<file path="src/rtl/mul_sched.sv">
// Job scheduler for the systolic multiplier: queues {mode, tag} commands, launches
// each job with a one-cycle calc_init, supervises completion/abort/timeout and returns a tagged response.
module mul_sched #(
  parameter int unsigned DEPTH   = 4,
  parameter int unsigned TAG_W   = 4,
  parameter int unsigned TIMEOUT = 65535
) (
  input  logic             clk,
  input  logic             rst,
  input  logic             cmd_valid,
  output logic             cmd_ready,
  input  logic [2:0]       cmd_mode,
  input  logic [TAG_W-1:0] cmd_tag,
  output logic [2:0]       mem_mode,
  output logic             calc_init,
  input  logic             mul_done,
  input  logic             abort,
  output logic             busy,
  output logic             rsp_valid,
  input  logic             rsp_ready,
  output logic [TAG_W-1:0] rsp_tag,
  output logic             rsp_err,
  output logic [15:0]      jobs_done
);

  localparam int unsigned AW = (DEPTH > 1) ? $clog2(DEPTH) : 1;
  localparam int unsigned CW = $clog2(DEPTH + 1);
  localparam int unsigned TW = $clog2(TIMEOUT + 1);

  localparam logic [2:0] S_IDLE   = 3'd0;
  localparam logic [2:0] S_LAUNCH = 3'd1;
  localparam logic [2:0] S_RUN    = 3'd2;
  localparam logic [2:0] S_RESP   = 3'd3;
  localparam logic [2:0] S_GAP    = 3'd4;

  logic [2:0]       mode_mem [DEPTH];
  logic [TAG_W-1:0] tag_mem  [DEPTH];

  logic [AW-1:0]    wr_ptr_q, wr_ptr_d;
  logic [AW-1:0]    rd_ptr_q, rd_ptr_d;
  logic [CW-1:0]    count_q, count_d;
  logic [2:0]       state_q, state_d;
  logic [2:0]       mode_q, mode_d;
  logic [TAG_W-1:0] tag_q, tag_d;
  logic             err_q, err_d;
  logic [TW-1:0]    cnt_q, cnt_d;
  logic [15:0]      jobs_q, jobs_d;

  logic             push;
  logic             pop;
  logic [2:0]       head_mode;
  logic [TAG_W-1:0] head_tag;
  logic             head_legal;

  assign head_mode  = mode_mem[rd_ptr_q];
  assign head_tag   = tag_mem[rd_ptr_q];
  assign head_legal = (head_mode != 3'd0) && (head_mode <= 3'd4);

  assign cmd_ready = (count_q < CW'(DEPTH));
  assign push      = cmd_valid && cmd_ready;
  assign pop       = (state_q == S_IDLE) && (count_q != '0);

  // Every output is decoded from registered state only.
  assign mem_mode  = ((state_q == S_LAUNCH) || (state_q == S_RUN)) ? mode_q : 3'd0;
  assign calc_init = (state_q == S_LAUNCH);
  assign busy      = (state_q != S_IDLE);
  assign rsp_valid = (state_q == S_RESP);
  assign rsp_tag   = tag_q;
  assign rsp_err   = err_q;
  assign jobs_done = jobs_q;

  always_ff @(posedge clk) begin
    if (push) begin
      mode_mem[wr_ptr_q] <= cmd_mode;
      tag_mem[wr_ptr_q]  <= cmd_tag;
    end
  end

  always_comb begin
    wr_ptr_d = push ? wr_ptr_q + AW'(1) : wr_ptr_q;
    rd_ptr_d = pop  ? rd_ptr_q + AW'(1) : rd_ptr_q;
    count_d  = count_q;
    case ({push, pop})
      2'b10:   count_d = count_q + CW'(1);
      2'b01:   count_d = count_q - CW'(1);
      default: count_d = count_q;
    endcase
  end

  always_comb begin
    state_d = state_q;
    mode_d  = mode_q;
    tag_d   = tag_q;
    err_d   = err_q;
    cnt_d   = cnt_q;
    jobs_d  = jobs_q;
    case (state_q)
      S_IDLE: begin
        if (pop) begin
          tag_d = head_tag;
          if (head_legal) begin
            mode_d  = head_mode;
            err_d   = 1'b0;
            cnt_d   = '0;
            state_d = S_LAUNCH;
          end else begin
            err_d   = 1'b1;
            state_d = S_RESP;
          end
        end
      end
      S_LAUNCH: begin
        cnt_d   = cnt_q + TW'(1);
        state_d = S_RUN;
      end
      S_RUN: begin
        // cnt_q counts cycles since LAUNCH, so RESP lands exactly TIMEOUT cycles after it.
        cnt_d = cnt_q + TW'(1);
        if (mul_done) begin
          err_d   = 1'b0;
          state_d = S_RESP;
        end else if (abort || (cnt_q == TW'(TIMEOUT - 1))) begin
          err_d   = 1'b1;
          state_d = S_RESP;
        end
      end
      S_RESP: begin
        if (rsp_ready) begin
          jobs_d  = jobs_q + 16'd1;
          state_d = S_GAP;
        end
      end
      S_GAP:   state_d = S_IDLE;
      default: state_d = S_IDLE;
    endcase
  end

  always_ff @(posedge clk) begin
    if (rst) begin
      wr_ptr_q <= '0;
      rd_ptr_q <= '0;
      count_q  <= '0;
      state_q  <= S_IDLE;
      mode_q   <= '0;
      tag_q    <= '0;
      err_q    <= 1'b0;
      cnt_q    <= '0;
      jobs_q   <= '0;
    end else begin
      wr_ptr_q <= wr_ptr_d;
      rd_ptr_q <= rd_ptr_d;
      count_q  <= count_d;
      state_q  <= state_d;
      mode_q   <= mode_d;
      tag_q    <= tag_d;
      err_q    <= err_d;
      cnt_q    <= cnt_d;
      jobs_q   <= jobs_d;
    end
  end

endmodule

</file>
<file path="config.mk">
export PLATFORM = sky130hd
export DESIGN_NAME = mul_sched
export DESIGN_NICKNAME = d
export VERILOG_FILES = /design/src/rtl/mul_sched.sv
export SDC_FILE = /design/constraint.sdc
export NUM_CORES = 1
export LEC_CHECK = 0
export CAP_MARGIN = 5
export CORE_UTILIZATION = 59
export DETAILED_ROUTE_END_ITERATION = 12
export PLACE_DENSITY = 0.84
export SYNTH_ARGS = -nofsm -noshare
export SYNTH_HDL_FRONTEND = slang
export SYNTH_SLANG_ARGS = --single-unit
</file>
<file path="constraint.sdc">
create_clock -name clk -period 4.6 [get_ports clk]
set_input_delay 0.92 -clock clk [delete_from_list [all_inputs] [get_ports clk]]
set_output_delay 0.92 -clock clk [all_outputs]
set_load 0.01 [all_outputs]
</file>
After elaboration in Yosys (flattened, before gate mapping)
Memory sizes are Yosys's and may differ from the RTL's. A register that Yosys moved wholly into a read port is not among the register bits.
Cells that the tools add are included.
W data, S select, Z words.
{"block": "totals", "output_inout_bits": 28, "n_memories": 2, "input_bits": 13, "regBits": 46, "mem_bits_rw": 28}
{"name": "tag_mem", "depth": 4, "word_bits": 4, "read_ports": 1, "rd_clocked_by_memory_dff": 1, "write_ports": 1, "line_no": "37", "source": "logic [TAG_W-1:0] tag_mem [DEPTH];"}
{"name": "mode_mem", "depth": 4, "word_bits": 3, "read_ports": 1, "rd_clocked_by_memory_dff": 1, "write_ports": 1, "line_no": "36", "source": "logic [2:0] mode_mem [DEPTH];"}
{"block": "op_classes", "add_sub_neg": 6, "n_reduce_logical": 19, "eq_ne": 10, "magnitude_cmp": 2, "muxes": 20}
{"op": "$add A16 B1 Y16 const B", "count": 2}
{"op": "$mux W16", "count": 2}
{"op": "$pmux W16 S2", "count": 1}
{"op": "$eq A16 B16 Y1 const B", "count": 1}
{"op": "$mux W3", "count": 5}
{"op": "$pmux W3 S4", "count": 1}
{"op": "$reduce_and A3 Y1", "count": 4}
{"op": "$reduce_bool A3 Y1", "count": 3}
{"op": "$eq A3 B2 Y1 const B", "count": 2}
{"op": "$mux W1", "count": 6}
{"op": "$mux W2", "count": 3}
{"op": "$pmux W3 S2", "count": 1}
{"op": "$reduce_bool A2 Y1", "count": 3}
{"op": "$add A2 B1 Y2 const B", "count": 2}
{"op": "$ne A2 B2 Y1 const B", "count": 2}
{"op": "$reduce_and A2 Y1", "count": 2}
{"op": "$add A3 B1 Y3 const B", "count": 1}
{"op": "$eq A3 B1 Y1 const B", "count": 1}
{"op": "$le A3 B3 Y1 const B", "count": 1}
{"op": "$logic_and A1 B1 Y1", "count": 3}
{"op": "$logic_not A3 Y1", "count": 1}
{"op": "$lt A3 B3 Y1 const B", "count": 1}
{"op": "$ne A3 B2 Y1 const B", "count": 1}
{"op": "$sub A3 B1 Y3 const B", "count": 1}
{"op": "6 further kinds", "count": 7}

Depth between registers and ports, before layout
Gate-level depths: netlist (run 1).
{"block": "depth", "ltp_word": 5, "mapped_depth": 10}

Worst setup path before layout (run 1)
No wires, ideal clock.
{"block": "synth_timing", "path_type": "input-to-reg", "start": "in cmd_valid", "end": "reg count_q[2]", "required_ns": 4.530, "cell_stages": 9, "setup_time_ns": 0.070, "path_buffers": 1, "path_slack_ns": 2.140, "arrival_time_ns": 2.389, "cell_sequence": "nor2b_1 clkbuf_1 inv_1 ha_1 inv_1 fa_1 xor2_1 or3_1 a21oi_1"}
{"block": "synth_via", "elab_chain_cells": 3, "word_cells_on_any_way": 5, "cone_classes": "eq/ne: 2; mux: 1; reduce/logical: 2"}
{"item": "from (decl)", "line_no": "10", "source": "input logic cmd_valid,"}
{"item": "$logic_and A1 B1 Y1 (*)", "line_no": "60", "source": "assign push = cmd_valid && cmd_ready;"}
{"item": "$eq A2 B1 Y1 or $eq A2 B2 Y1 (tied branches)", "line_no": "83", "source": "case ({push, pop})"}
{"item": "$pmux W3 S2 or $reduce_bool A2 Y1 (tied branches)"}
{"item": "to (signal assigned)", "line_no": "152", "source": "count_q <= count_d;"}
{"item": "to (decl)", "line_no": "41", "source": "logic [CW-1:0] count_q, count_d;"}
Every way passes the cells marked *; elsewhere a longest branch is shown, timed or not.
A chain may end at the register's enable or synchronous reset.

Worst setup path in the final report (run 1)
{"block": "layout_timing", "start": "reg state_q[1]", "end": "out mem_mode[1]"}
{"block": "layout_via", "elab_chain_cells": 3, "word_cells_on_any_way": 4, "cone_classes": "eq/ne: 2; mux: 1; reduce/logical: 1"}
{"item": "from (decl)", "line_no": "42", "source": "logic [2:0] state_q, state_d;"}
{"item": "from (signal assigned)", "line_no": "153", "source": "state_q <= state_d;"}
{"item": "$eq A3 B1 Y1 or $eq A3 B2 Y1 (tied branches)", "line_no": "64", "source": "assign mem_mode = ((state_q == S_LAUNCH) || (state_q == S_RUN)) ? mode_q : 3'd0;"}
{"item": "$logic_or A1 B1 Y1 (*)", "line_no": "64"}
{"item": "$mux W3 (*)", "line_no": "64"}
{"item": "to (decl)", "line_no": "14", "source": "output logic [2:0] mem_mode,"}
Marks and branches as above.

==> results.txt, run 1 <==
Hold Path Class: reg2reg
Final Hold Viols: 0
CTS H-Tree Depth: 3
clk root buf: clkbuf_8
Nets: 379
Logic pwr share: 0.327
Synth Cell Area: 3460 um^2
GRT busiest layer: met2
Min Clock Period, post-route: 3.30 ns
status: finished clean
Top FF cell, synth: dfxtp_1
Clock Path Buffers: 2
Mean Syn Cell Area: 10.8 um^2
pwr dens: 529 nW/um^2
Avg WL per Cell: 13.7 um
Netlist cell types: 41
antenna diode count: 0
critical path peak fanout: 11
DP Area: 3890 um^2
WL final: 5.91 mm
Synthesized Nets: 341
fin area: 4090 um^2
die area: 6170 um^2
Synth top area share: 0.301
critical path class: reg2out
share of cells above drive strength 1: 0.0776
area grow syn2layout: 18.3%
Setup Buffers After CTS: 0
largest net degree at the start of global routing: 26
GRT met1 Usage: 0.267
Final HPWL DP: 4.10 mm
CTS tree: done
CP Data Required Time: 3.68 ns
Reg power frac: 0.438
internal power: 0.00144 W
yosys warns: 0
P_sw: 0.000718 W
setup_tns: 0 ns
sequential fraction of the synthesis area: 0.544
DRC viols: 0
number of global-route vias before repair: 2,144
starting density of the core: 0.620
Num CTS Buffers: 9
first-pass GRT wire length: 9.73 mm
Slew HR: 0.394
clock sink total: 80
Core Region: 5570 um^2
Peak Freq: 303 MHz
post-route clock period utilization: 0.717
vias per cell: 5.39
die height: 78.5 um
final RePlAce weighted congestion: 0.777
M3 GR Usage: 0.0372
worst skew pair latency: 0.34 ns
grt met2 use: 0.329
top post-synthesis cells by area: dfxtp_1, edfxtp_1, xor2_1
CTS resizes: 0
gr usage total: 0.208
cell taking the most area after synthesis: dfxtp_1
endpoints failing setup: 0
clock slew at reported path FFs: 0.07 ns
initial antenna violation count: 0
# rows: 27
ys async rst share: 0
Final Skew: 0.0108 ns
Clk network pwr share: 0.235
RSZ-0062 raised after global routing: no
Max VDD drop: 0.331 mV
Startpoint Class: register
Post-Synthesis Cells: 319
sw frac: 0.332
CP Capture Type: output port
vias: 2,332
drt pass-1 iters: 4
worst path arrival time: 2.38 ns
LEAKAGE: 1.42 nW
max_cap viols: 0
final-report max-slew violation count: 0
Die X-Extent: 78.5 um
DRT iter0 DRCs: 114
Hold-fix buffers, CTS: 0
Post-synth EDFFs: 28
Ports: 41
worst slew pin tran: 0.902 ns
#FFs+latches synth: 80
grt ovf: 0
final antenna-violating net count: 0
port buffer count: 40
## critical path, cell delays in order, from the launching register on
cell             delay, ns
dfxtp_1               0.51
xnor2_1               0.19
nor2_1                0.56
and2_1                0.22
clkdlybuf4s50_1       0.56
## cell type report
class	instances	area (um^2)
clock buffer	12	155
clock inverter	3	42.5
fill	405	1490
inverter	14	52.6
multi-input combinational	211	1460
sequential	80	1880
tap	72	90.1
timing repair buffer	41	408
## state kept, by name (all words and copies together) (netlist names), named ones only
| signal | cells |
|---|---|
| cnt_q | 16 |
| jobs_done | 16 |
| tag_mem | 16 |
| mode_mem | 12 |
| rsp_tag | 4 |
| count_q | 3 |
| mode_q | 3 |
| state_q | 3 |
| rd_ptr_q | 2 |
| wr_ptr_q | 2 |
| rsp_err | 1 |
## worst paths after layout
| check | slack (ns) | depth (start not counted) | end | from |
|---|---|---|---|---|
| min | 0.46 | 2 | rsp_tag[1] | rsp_tag[1] |
| max reg2reg | 1.85 | 9 | count_q[2] | state_q[2] |
| min reg2reg | 0.46 | 2 | rsp_tag[1] | rsp_tag[1] |
| max | 1.30 | 4 | mem_mode[1] | state_q[1] |
## power by group through the flow
stage / Combinational [W] / Sequential [W] / Clock, W
finish: 0.000707 / 0.000946 / 0.000508
floorplan: 0.000560 / 0.000920 / 0
CTS: 0.000712 / 0.000947 / 0.000518
detailed placement: 0.000712 / 0.000961 / 0
global route: 0.000786 / 0.000963 / 0.000552
global placement: 0.000687 / 0.000955 / 0
## cells in the final DEF, fill, tap and decap left out, types with 11 or more instances in the layout
cell type | netlist | final
nor2_1 | 38 | 38
edfxtp_1 | 28 | 28
clkbuf_8 | 0 | 11
dfxtp_1 | 52 | 52
a21oi_1 | 17 | 17
inv_1 | 13 | 13
xor2_1 | 19 | 19
nand2_1 | 22 | 22
clkdlybuf4s50_1 | 0 | 40
xnor2_1 | 13 | 13
nand3_1 | 11 | 11
## kinds of logic after synthesis
logic type / count (synthesis) / share of synthesized area
AO/OA/AOI/OAI: 36 / 0.0652
flip-flops: 80 / 0.544
adder cells (fa/ha/maj): 9 / 0.0347
buffers and inverters: 28 / 0.0337
multiplexers: 8 / 0.0485
AND/OR/NAND/NOR: 125 / 0.185
XOR/XNOR: 33 / 0.0890
## per-layer routing
layer  wire length [um]  share of wire
met5                  0              0
met4                151          0.026
met3                158          0.027
met2               2770           0.47
met1               2830           0.48
## through the flow
| stage | util | worst slack (ns) | total power [W] | std cells | hold WS [ns] |
|---|---|---|---|---|---|
| final | 0.734 | 1.30 | 0.00216 | 433 | 0.464 |
| after global routing | 0.734 | 1.13 | 0.00230 | 433 | 0.489 |
| after CTS | 0.734 | 1.31 | 0.00218 | 433 | 0.463 |
| after detailed placement | 0.698 | 1.62 | 0.00167 | 418 | 0.452 |
| after global placement | 0.698 | 1.70 | 0.00164 | 418 | 0.449 |
| after floorplan | - | 2.14 | 0.00148 | 319 | 0.456 |
## cell usage after synthesis, types with 7 or more instances
library cell,count
or3_1,7
nand2_1,22
nor3_1,10
dfxtp_1,52
edfxtp_1,28
ha_1,8
clkbuf_1,8
mux4_2,7
xnor2_1,13
nand4_1,7
and2_1,9
o21ai_0,9
xor2_1,19
a21oi_1,17
nand3_1,11
inv_1,13
nor2_1,38
(Power assumes the default switching activity.)
==> run 2, diff against run 1 <==
CORE_UTILIZATION = 50   (was 59)
PLACE_DENSITY = 0.75   (was 0.84)
clock period = 2.8 ns   (was 4.6 ns; I/O delays follow)
==> run 2 against run 1 <==
Effect of this change:
- sequential power is 64% higher
- power is 69% higher
- count of clock-buffer cells in the layout is 3 lower
- via count is 2.1% higher
- final cell count is 3.0% higher
- sequential cell count stayed put
- clock power is 63% higher
- wire length is 3.9% higher
- critical path type unchanged
- critical endpoint is now mem_mode[2]
- largest cell class unchanged
==> results.txt, run 2 (synthesis gave the netlist of run 1 again) <==
status: finished clean (unchanged)
CTS resizes: 0 (unchanged)
Avg WL per Cell: 13.8 um (was 13.7 um)
Final Hold Slack: 0.464 ns (about the same)
critical path peak fanout: 11 (unchanged)
final-report max-slew violation count: 0 (unchanged)
RSZ-0062 raised after global routing: no (unchanged)
clk root buf: clkbuf_8 (unchanged)
starting density of the core: 0.532 (was 0.620)
DRT iter0 DRCs: 95 (was 114)
Die X-Extent: 85.2 um (was 78.5 um)
footprint of the multi-input gates: 1460 um^2 (unchanged)
Final Skew: 0.00861 ns (was 0.0108 ns)
WL final: 6.14 mm (was 5.91 mm)
final RePlAce weighted congestion: 0.735 (was 0.777)
Min Clock Period, post-route: 2.58 ns
LEAKAGE: 1.44 nW (was 1.42 nW)
number of global-route vias before repair: 2,355 (was 2,144)
drt pass-1 iters: 4 (unchanged)
die height: 85.2 um (was 78.5 um)
FILL cells: 521 (was 405)
worst skew pair latency: 0.35 ns (was 0.34 ns)
Hold-fix buffers, CTS: 0 (unchanged)
max_cap viols: 0 (unchanged)
area grow syn2layout: 19.9% (was 18.3%)
Ports: 41 (unchanged)
total power: 0.00364 W (was 0.00216 W)
Core Region: 6490 um^2 (was 5570 um^2)
post-route clock period utilization: 0.922
first-pass GRT wire length: 10.8 mm (was 9.73 mm)
die area: 7250 um^2 (was 6170 um^2)
biggest cell delay along the critical path: 0.53 ns (was 0.56 ns)
endpoints failing setup: 0 (unchanged)
worst path arrival time: 2.02 ns (was 2.38 ns)
# rows: 29 (was 27)
Num CTS Buffers: 9 (unchanged)
grt ovf: 0 (unchanged)
clock sink total: 80 (unchanged)
final antenna-violating net count: 0 (unchanged)
CTS tree: done (unchanged)
port buffer count: 40 (unchanged)
Final HPWL DP: 4.25 mm (was 4.10 mm)
Max VDD drop: 0.655 mV (was 0.331 mV)
most frequent cells in the layout: dfxtp_1, clkdlybuf4s50_1, nor2_1 (unchanged)
critical path class: reg2out (unchanged)
Peak Freq: 387 MHz
antenna diode count: 0 (unchanged)
CP Capture Type: output port (unchanged)
Clock Path Buffers: 2 (unchanged)
CP Data Required Time: 2.24 ns (was 3.68 ns)
Final Hold Viols: 0 (unchanged)
FF+latch area: 1880 um^2 (unchanged)
vias per cell: 5.34 (was 5.39)
largest net degree at the start of global routing: 38 (was 26)
Slew HR: 0.730 (was 0.394)
vias: 2,381 (was 2,332)
commonest non-fill, non-tap cell in the layout: dfxtp_1 (unchanged)
worst slew pin tran: 0.404 ns (was 0.902 ns)
setup_tns: 0 ns (unchanged)
DRC viols: 0 (unchanged)
clock slew at reported path FFs: 0.08 ns (was 0.07 ns)
gr usage total: 0.192 (was 0.208)
initial antenna violation count: 0 (unchanged)
pwr dens: 880 nW/um^2 (was 529 nW/um^2)
CP cell instances: xnor2_1, nor2_1, and2_1, clkdlybuf4s50_1 (unchanged)
slowest CP cell: dfxtp_1 (was nor2_1)
Setup Buffers After CTS: 0 (unchanged)
delay-heaviest family, CP: flip-flops (was simple AND/OR/NAND/NOR gates)
Hold Path Class: reg2reg (unchanged)
Startpoint Class: register (unchanged)
WP buf/inv: 1 (unchanged)
CTS H-Tree Depth: 3 (unchanged)
Nets: 386 (was 379)
share of cells above drive strength 1: 0.0976 (was 0.0776)
[run 2: changes by cell type in the layout (fill, tap and decap cells not counted)]
| cell | previous run | this run |
|---|---|---|
| clkinvlp_4 | 1 | 3 |
| clkinv_1 | 1 | 2 |
| inv_6 | 0 | 1 |
| buf_4 | 1 | 8 |
| clkbuf_1 | 1 | 0 |
| clkbuf_8 | 11 | 9 |
[run 2: cell type report]
type | instances | area share
timing repair buffer | 48 | 0.111
multi-input combinational | 211 | 0.352
tap | 77 | 0.0232
inverter | 14 | 0.0127
clock inverter | 7 | 0.0169
sequential | 80 | 0.454
clock buffer | 9 | 0.0299
[run 2: worst paths after layout]
check              from          end  slack (ns)  cells after the start
min          rsp_tag[2]   rsp_tag[2]        0.46                      2
min reg2reg  rsp_tag[2]   rsp_tag[2]        0.46                      2
max          state_q[1]  mem_mode[2]        0.22                      4
max reg2reg  state_q[2]   count_q[2]        0.55                     10
[run 2: worst register-to-register path, cell delays in order, from the launching register on]
cell      delay (ns)
dfxtp_1         0.43
nor3_1          0.23
buf_4           0.15
nand2_1         0.07
clkinv_1        0.07
ha_1            0.17
inv_1           0.07
fa_1            0.39
xor2_1          0.16
or3_1           0.31
a21oi_1         0.13
[run 2: through the flow]
| stage | cell area [um^2] | utilization | setup WS (ns) | std cells |
|---|---|---|---|---|
| after floorplan | 3460 | - | 0.594 | 319 |
| after global placement | 3950 | 0.608 | 0.402 | 430 |
| after detailed placement | 3950 | 0.608 | 0.313 | 430 |
| after CTS | 4140 | 0.638 | 0.193 | 446 |
| after global routing | 4140 | 0.638 | 0.00430 | 446 |
| final | 4140 | 0.638 | 0.218 | 446 |
[run 2: report_power, final]
| group | total [W] | switching [W] | internal (W) |
|---|---|---|---|
| Sequential | 0.00155 | 0.000156 | 0.00139 |
| Clock | 0.000828 | 0.000419 | 0.000410 |
| Combinational | 0.00127 | 0.000672 | 0.000593 |
| Total | 0.00364 | 0.00125 | 0.00240 |
[run 2: layer usage]
layer | GRT usage | part of all wire | vias to the layer above | wire length (um)
met5 | 0 | 0 | - | 0
met4 | 0.0740 | 0.015 | 0 | 93
met3 | 0.0535 | 0.035 | 8 | 214
li1 | - | - | 1201 | -
met2 | 0.313 | 0.49 | 43 | 3000
met1 | 0.243 | 0.46 | 1129 | 2840
==> run 3, diff against run 2 <==
GPL_TIMING_DRIVEN = 0   (was default)
==> run 3 against run 2 <==
Effect of this change:
- worst hold slack worse by 0.00057 ns
- design area is 1.5% higher
- power is 5.0% higher
- sequential share of layout area is 0.66 points lower
- wire length is 6.1% higher
- combinational power hardly changed
==> results.txt, run 3 (synthesis gave the netlist of run 1 again) <==
share of cells above drive strength 1: 0.0907 (was 0.0976)
clock slew at reported path FFs: 0.08 ns (about the same)
post-route clock period utilization: 0.946 (was 0.922)
Final Hold Slack: 0.463 ns (was 0.464 ns)
vias: 2,432 (was 2,381)
pwr dens: 910 nW/um^2 (was 880 nW/um^2)
critical path class: reg2out (unchanged)
metal1 wirelength: 2.86 mm (was 2.84 mm)
Clock Path Buffers: 2 (unchanged)
endpoints failing setup: 0 (unchanged)
Max VDD drop: 0.570 mV (was 0.655 mV)
DR WL met3: 226 um (was 214 um)
max_cap viols: 0 (unchanged)
Final Hold Viols: 0 (unchanged)
DR top layer: met4 (unchanged)
Min Clock Period, post-route: 2.65 ns (was 2.58 ns)
vias per cell: 5.38 (was 5.34)
first-pass GRT wire length: 11.1 mm (was 10.8 mm)
Core Region: 6490 um^2 (unchanged)
RSZ-0062 raised after global routing: no (unchanged)
final cell utilization of the core: 0.647 (was 0.638)
worst slew pin tran: 0.780 ns (was 0.404 ns)
Non-Filler Instances: 452 (was 446)
status: finished clean (unchanged)
LEAKAGE: 1.47 nW (was 1.44 nW)
most frequent cells in the layout: dfxtp_1, clkdlybuf4s50_1, nor2_1 (unchanged)
setup_tns: 0 ns (unchanged)
CTS H-Tree Depth: 3 (unchanged)
DRC viols: 0 (unchanged)
Ports: 41 (unchanged)
critical path peak fanout: 10 (was 11)
final-report max-slew violation count: 0 (unchanged)
Final HPWL DP: 4.51 mm (was 4.25 mm)
worst skew pair latency: 0.35 ns (about the same)
Nets: 392 (was 386)
Reg power frac: 0.393 (was 0.425)
die height: 85.2 um (unchanged)
area grow syn2layout: 21.6% (was 19.9%)
Clk network pwr share: 0.266 (was 0.227)
P_sw: 0.00127 W (was 0.00125 W)
antenna diode count: 0 (unchanged)
DRT iter0 DRCs: 78 (was 95)
gr usage total: 0.199 (was 0.192)
largest net degree at the start of global routing: 15 (was 38)
final antenna-violating net count: 0 (unchanged)
commonest non-fill, non-tap cell in the layout: dfxtp_1 (unchanged)
Die X-Extent: 85.2 um (unchanged)
initial antenna violation count: 0 (unchanged)
CP Capture Type: output port (unchanged)
number of global-route vias before repair: 2,414 (was 2,355)
dpl cells: 436 (was 430)
clock sink total: 80 (unchanged)
Startpoint Class: register (unchanged)
hold path depth: 2 (unchanged)
final RePlAce weighted congestion: 0.758 (was 0.735)
Logic pwr share: 0.340 (was 0.347)
Num CTS Buffers: 9 (unchanged)
worst reg-to-reg path cell count: 10 (unchanged)
worst path arrival time: 2.09 ns (was 2.02 ns)
port buffer count: 40 (unchanged)
met2 routed WL: 3.35 mm (was 3.00 mm)
FILL cells: 514 (was 521)
drt pass-1 iters: 4 (unchanged)
CTS tree: done (unchanged)
grt ovf: 0 (unchanged)
Hold Path Class: reg2reg (unchanged)
WL final: 6.51 mm (was 6.14 mm)
internal power: 0.00256 W (was 0.00240 W)
Peak Freq: 378 MHz (was 387 MHz)
starting density of the core: 0.532 (unchanged)
Final Skew: 0.00699 ns (was 0.00861 ns)
clk root buf: clkbuf_8 (unchanged)
Slew HR: 0.476 (was 0.730)
# rows: 29 (unchanged)
die area: 7250 um^2 (unchanged)
sw frac: 0.332 (was 0.342)
CP Data Required Time: 2.24 ns (about the same)
Avg WL per Cell: 14.4 um (was 13.8 um)
[run 3: area by class of cell]
type                       instances  area, um^2  share of cell area
clock buffer                       9         124              0.0295
sequential                        80        1880               0.447
timing repair buffer              40         400              0.0952
buffer                            14        65.1              0.0155
tap                               77        96.3              0.0229
inverter                          14        52.6              0.0125
clock inverter                     7         119              0.0283
multi-input combinational        211        1470               0.349
[run 3: through the flow]
step | total power (W) | cell area [um^2] | setup slack (ns)
CTS | 0.00385 | 4200 | 0.0524
finish | 0.00383 | 4210 | 0.152
detailed placement | 0.00282 | 3950 | 0.0885
floorplan | 0.00243 | 3460 | 0.594
global placement | 0.00277 | 3950 | 0.178
global route | 0.00405 | 4210 | 0.00718
[run 3: layer usage]
layer  vias up  track usage
met5         -            0
met4         0       0.0663
met3         7       0.0506
met2        44        0.344
met1      1163        0.243
li1       1218            -
[run 3: what timing repair did]
| action | in CTS | in global routing |
|---|---|---|
| setup endpoints to repair | 3 | 3 |
| setup buffers | 0 | 0 |
| hold endpoints to repair | 0 | 0 |
| hold buffers | 0 | 0 |
| gates cloned | 0 | 0 |
| gates resized for setup | 1 | 1 |
[run 3: power groups by stage]
stage | sequential (W) | combinational (W) | clock (W)
final | 0.00150 | 0.00130 | 0.00102
after CTS | 0.00151 | 0.00130 | 0.00104
after global routing | 0.00153 | 0.00144 | 0.00109
after floorplan | 0.00151 | 0.000920 | 0
after global placement | 0.00152 | 0.00125 | 0
after detailed placement | 0.00153 | 0.00129 | 0
[run 3: final timing paths]
kind / endpoint / slack [ns] / startpoint
setup reg to reg: count_q[2] / 0.20 / state_q[0]
hold / removal: rsp_tag[0] / 0.46 / rsp_tag[0]
setup / recovery: mem_mode[2] / 0.15 / state_q[1]
hold reg to reg: rsp_tag[0] / 0.46 / rsp_tag[0]
[run 3: worst max-delay path, cell delays in order (launching register included)]
cell	delay (ns)
dfxtp_1	0.31
buf_2	0.17
xnor2_2	0.19
nor2_1	0.14
clkbuf_2	0.24
and2_1	0.16
clkdlybuf4s50_1	0.53
